<file path="src/rtl/pingpong_blk_writer_pkg.sv">
// Shared pingpong types and default sizes, used by the block writer and the
// 16-to-1 reader path so that both agree on bank geometry.
package pingpong_blk_writer_pkg;

   // Default sub-block width in bits.
   localparam int DW_DEF    = 8;
   // Default number of sub-blocks per bank.
   localparam int DEPTH_DEF = 16;
   // Default index width, log2(DEPTH_DEF).
   localparam int IDXW_DEF  = 4;

   // Bank identifier; the encoding doubles as the index into per-bank arrays.
   typedef enum logic {
      BANK_A = 1'b0,
      BANK_B = 1'b1
   } bank_e;

   // The other bank of the pair.
   function automatic bank_e other_bank(input bank_e b);
      return (b == BANK_A) ? BANK_B : BANK_A;
   endfunction

endpackage

</file>
<file path="src/rtl/pingpong_bank.sv">
// One pingpong bank: DEPTH x DW register file with a single write port and
// the whole contents exposed on a flat read bus (entry i at [i*DW +: DW]).
module pingpong_bank #(
   parameter int DW    = 8,
   parameter int DEPTH = 16,
   parameter int IDXW  = 4
) (
   input  logic                clk,
   input  logic                reset_n,
   input  logic                we,
   input  logic [IDXW-1:0]     widx,
   input  logic [DW-1:0]       wdata,
   output logic [DW*DEPTH-1:0] rdata
);

   logic [DW-1:0] mem [DEPTH];

   // Storage: cleared on reset, otherwise one entry written per enabled cycle.
   always_ff @(posedge clk or negedge reset_n) begin
      if (!reset_n) begin
         for (int i = 0; i < DEPTH; i++) begin
            mem[i] <= '0;
         end
      end else if (we) begin
         mem[widx] <= wdata;
      end
   end

   // Flatten the storage onto the read bus.
   for (genvar g = 0; g < DEPTH; g++) begin : g_rd
      assign rdata[g*DW +: DW] = mem[g];
   end

endmodule

</file>
<file path="src/rtl/pingpong_blk_writer.sv">
// Pingpong block writer: fills two banks of DEPTH sub-blocks alternately and
// presents closed banks to a consumer, which returns them with blk_release.
// A bank closed early by in_last reports the unwritten index range so the
// consumer can pad it.
//
// Handshake: a sub-block is transferred on a rising edge where in_valid and
// in_ready are both high; in_ready depends only on registered flags, and
// in_data/in_last are only meaningful while in_valid is high.
module pingpong_blk_writer
   import pingpong_blk_writer_pkg::*;
#(
   parameter int DW    = DW_DEF,
   parameter int DEPTH = DEPTH_DEF,
   parameter int IDXW  = $clog2(DEPTH)
) (
   input  logic                clk,
   input  logic                reset_n,
   input  logic                in_valid,
   input  logic [DW-1:0]       in_data,
   input  logic                in_last,
   output logic                in_ready,
   input  logic                blk_release,
   output logic [DW*DEPTH-1:0] a_blk,
   output logic [DW*DEPTH-1:0] b_blk,
   output logic                a_full,
   output logic                b_full,
   output logic                pingpong,
   output logic                aneedpang,
   output logic [IDXW-1:0]     aneedpangstartinc,
   output logic [IDXW-1:0]     aneedpangendinc,
   output logic                bneedpang,
   output logic [IDXW-1:0]     bneedpangstartinc,
   output logic [IDXW-1:0]     bneedpangendinc,
   output logic                dbg_wbank,
   output logic [IDXW-1:0]     dbg_wptr
);

   localparam logic [IDXW-1:0] LAST_IDX = IDXW'(DEPTH - 1);

   bank_e           wbank;
   bank_e           rd_bank;
   logic [IDXW-1:0] wptr;
   logic [1:0]      full;
   logic [1:0]      needpang;
   logic [IDXW-1:0] start_inc [2];
   logic [IDXW-1:0] end_inc   [2];

   logic            accept;
   logic            at_end;
   logic            close_bank;
   logic            release_ok;
   logic            a_we;
   logic            b_we;

   // Ready only depends on the write bank being free, never on inputs.
   assign in_ready   = !full[wbank];
   assign accept     = in_valid && in_ready;
   assign at_end     = (wptr == LAST_IDX);
   assign close_bank = accept && (at_end || in_last);
   // A release only counts while the presented bank actually holds data.
   assign release_ok = blk_release && full[rd_bank];

   assign a_we = accept && (wbank == BANK_A);
   assign b_we = accept && (wbank == BANK_B);

   // Write/read control: write pointer, bank flags, padding range, presenter.
   // A close and a release at the same edge always hit different banks,
   // because a release needs the bank full and a close needs it not full.
   always_ff @(posedge clk or negedge reset_n) begin
      if (!reset_n) begin
         wbank        <= BANK_A;
         rd_bank      <= BANK_A;
         wptr         <= '0;
         full         <= '0;
         needpang     <= '0;
         start_inc[0] <= '0;
         start_inc[1] <= '0;
         end_inc[0]   <= '0;
         end_inc[1]   <= '0;
      end else begin
         if (release_ok) begin
            full[rd_bank]     <= 1'b0;
            needpang[rd_bank] <= 1'b0;
            rd_bank           <= other_bank(rd_bank);
         end
         if (close_bank) begin
            full[wbank] <= 1'b1;
            wbank       <= other_bank(wbank);
            wptr        <= '0;
            if (at_end) begin
               needpang[wbank] <= 1'b0;
            end else begin
               needpang[wbank]  <= 1'b1;
               start_inc[wbank] <= wptr + IDXW'(1);
               end_inc[wbank]   <= LAST_IDX;
            end
         end else if (accept) begin
            wptr <= wptr + IDXW'(1);
         end
      end
   end

   pingpong_bank #(
      .DW    (DW),
      .DEPTH (DEPTH),
      .IDXW  (IDXW)
   ) u_bank_a (
      .clk     (clk),
      .reset_n (reset_n),
      .we      (a_we),
      .widx    (wptr),
      .wdata   (in_data),
      .rdata   (a_blk)
   );

   pingpong_bank #(
      .DW    (DW),
      .DEPTH (DEPTH),
      .IDXW  (IDXW)
   ) u_bank_b (
      .clk     (clk),
      .reset_n (reset_n),
      .we      (b_we),
      .widx    (wptr),
      .wdata   (in_data),
      .rdata   (b_blk)
   );

   assign a_full            = full[BANK_A];
   assign b_full            = full[BANK_B];
   assign pingpong          = (rd_bank == BANK_A);
   assign aneedpang         = needpang[BANK_A];
   assign aneedpangstartinc = start_inc[BANK_A];
   assign aneedpangendinc   = end_inc[BANK_A];
   assign bneedpang         = needpang[BANK_B];
   assign bneedpangstartinc = start_inc[BANK_B];
   assign bneedpangendinc   = end_inc[BANK_B];
   assign dbg_wbank         = wbank;
   assign dbg_wptr          = wptr;

endmodule
</file>
<file path="config.mk">
export PLATFORM = sky130hd
export DESIGN_NAME = pingpong_blk_writer
export DESIGN_NICKNAME = d
export VERILOG_FILES = /design/src/rtl/pingpong_blk_writer_pkg.sv /design/src/rtl/pingpong_bank.sv /design/src/rtl/pingpong_blk_writer.sv
export SDC_FILE = /design/constraint.sdc
export NUM_CORES = 1
export LEC_CHECK = 0
export ABC_AREA = 1
export BUFFER_PORTS_ARGS = -buffer_cell sky130_fd_sc_hd__buf_2
export CORE_ASPECT_RATIO = 0.8
export CORE_MARGIN = 4
export CORE_UTILIZATION = 56
export CTS_CLUSTER_DIAMETER = 150
export CTS_CLUSTER_SIZE = 30
export DETAILED_ROUTE_END_ITERATION = 10
export GPL_TIMING_DRIVEN = 1
export PLACE_DENSITY = 0.84
export SLEW_MARGIN = 20
export SYNTH_ARGS = -nofsm -noshare
export SYNTH_HDL_FRONTEND = slang
export SYNTH_SLANG_ARGS = --single-unit
</file>
<file path="constraint.sdc">
create_clock -name clk -period 3.27 [get_ports clk]
set_input_delay 0.8175 -clock clk [delete_from_list [all_inputs] [get_ports clk]]
set_output_delay 0.8175 -clock clk [all_outputs]
set_load 0.01 [all_outputs]
</file>
==> reports/results.tsv <==
metric	value	unit
status	finished clean	
gr-total-overflow	0	
postCtsSetupRepairBufs	0	
required	2.45	ns
drc_errors	0	
ys_seq_elements	282	
drv_slew	0	
final_common_cell	nand2_1	
total_power	8.49	mW
ys_seq_area_share	64.0	%
dp_slack	1.00	ns
initial_core_util	57.6	%
power.density	658	nW/um2
start_kind	flop	
fp.coreArea	19100	um2
slew_headroom	49.4	%
area_delta_synth_final	17.2	%
syn_avg_cell_area	10.2	um2
p_sw	2.89	mW
worstRegToRegCells	6	
die_x	165	um
routed_wl	30.7	mm
setup-tns-final	0	ns
criticalPathCategory	reg -> out	
min_period	2.16	ns
ir_worst_vdd	0.554	mV
route.vias.total	8732	
ys.warnings.count	0	
cts_tree	yes	
power_frac_seq	53.2	%
worst_slack	1.11	ns
cp_max_fo	5	
gp_congestion	0.844	
crit_path_end_kind	output port	
cts-htree-levels	1	
clock_latency	0.48	ns
comb_power_share	25.7	%
final.period_utilization	65.9	%
row_count	45	
dp_cells	1588	
leakagePower	7.35	nW
drive_gt1_share	31.5	%
synth_nets	1100	
grt_pass1_vias	8546	
fmax	464	MHz
ctsHoldBuffers	0	
tightest_slew	0.757	ns
r2r_start	dbg_wptr[0]	
clk_pin_slew	0.11	ns
antenna_found_initial	0	
p_clk_share	21.1	%
grt_max_degree	70	
ys_types	26	
p_int	5.61	mW
cts_buffers	13	
sw_frac_of_total	34.0	%
layout_common_cells	nand2_1, buf_2, dfrtp_1	
maxCapViolCount	0	
min_path_type	in -> async	
reg2reg_slack	1.18	ns
netlist_area	11000	um2
first_pass_iters	5	
grt.total_usage	27.8	%
finalHoldViolations	0	
grt_pass1_wl	47.9	mm
skew	0.0185	ns
whs	0.282	ns
hpwlAfterDp	21.6	mm
cts-root-buf	clkbuf_16	
vias_per_cell	5.45	
cts.sinks	282	
die-area	22000	um2
io-pin-count	296	
cts.path.max_buffers	3	
portBuffers	295	
syn_inst	1083	
stdcell_count	1602	
nets	1362	
die_h	133	um
r2r_end	u_bank_a.rdata[118]	
drt-initial-drc-count	712	
post_cts_resized	0	
cp.arrival	1.34	ns
rsz0062_at_grt	false	
setup_viol	0	
ant_nets	0	
antenna_cells	0	
wl_per_cell	19.2	um
## worst max path at each step
stage,start,endpoint,slack [ns],cells past startpoint
after CTS,full[1],in_ready,1.10,4
after detailed placement,in_valid,u_bank_a.rdata[26],1.00,6
after global routing,dbg_wptr[0],u_bank_a.rdata[118],0.98,6
final,full[1],in_ready,1.11,4
after global placement,in_valid,u_bank_b.rdata[70],1.08,6
after floorplan,in_data[0],u_bank_a.rdata[16],1.51,4
## metal layers
layer | GRT usage (%) | part of all wire, %
met4 | 10.1 | 3.9
met3 | 6.77 | 8.7
met5 | 0 | 0
met1 | 40.1 | 42
met2 | 41.5 | 45
## power by group through the flow
stage / Combinational, mW / Sequential [mW] / Clock (mW)
2_1_floorplan: 0.928 / 4.77 / 0
3_3_place_gp: 2.12 / 4.55 / 0
3_5_place_dp: 2.21 / 4.56 / 0
4_1_cts: 2.21 / 4.51 / 1.84
5_1_grt: 2.44 / 4.59 / 1.95
6_report: 2.18 / 4.52 / 1.79
## flip-flops by register name, indices dropped and copies added (netlist names)
signal	count
aneedpangstartinc	4
bneedpangendinc	4
u_bank_b.rdata	128
dbg_wbank	1
bneedpangstartinc	4
full	2
dbg_wptr	4
rd_bank	1
needpang	2
u_bank_a.rdata	128
aneedpangendinc	4
## synthesized netlist by cell type
master    count  area [um2]
nand2_1     375        1410
dfrtp_1     282        7060
o21ai_0     147         736
o21ai_2      69         604
o21ai_1      38         190
inv_1        30         113
nor2_1       24        90.1
buf_2        20         100
buf_6        17         191
clkbuf_1     17        63.8
nand2_4      10         113
a21oi_1       9        45.0
buf_1         7        26.3
nand3_1       7        35.0
nand2_2       6        37.5
nand4_1       5        31.3
nor2_2        5        31.3
ha_1          4        50.1
nand3_2       3        30.0
clkinv_2      2        10.0
buf_12        1        20.0
buf_4         1        7.51
clkbuf_2      1        5.00
inv_2         1        3.75
inv_6         1        8.76
nor2_4        1        11.3
## worst max-delay path, stage by stage, from the launching register on
cell	delay, ns
dfrtp_1	0.44
inv_1	0.12
nand2_1	0.06
o21ai_0	0.08
buf_2	0.16
## per-stage QoR
step | instance area, um2 | utilization, %
6_report | 12900 | 67.5
5_1_grt | 12900 | 67.5
4_1_cts | 12900 | 67.5
3_5_place_dp | 12600 | 65.7
3_3_place_gp | 12600 | 65.7
2_1_floorplan | 11000 | -
## layout make-up
type	instances	area, um2
Clock buffer	13	325
Clock inverter	1	20.0
Fill cell	1534	6230
Inverter	34	135
Multi-Input combinational cell	703	3410
Sequential cell	282	7060
Tap cell	258	323
Timing Repair Buffer	311	1640
## cells by family (layout without fill, tap and decap cells)
group	count (synthesis)	after routing	share of synthesized area, %
compound gates	263	263	14.3
fa+ha+maj	4	4	0.454
buf+inv	98	359	4.99
flops	282	282	64.0
simple gates	436	436	16.2
No activity file was read; power rests on OpenSTA's default activity.
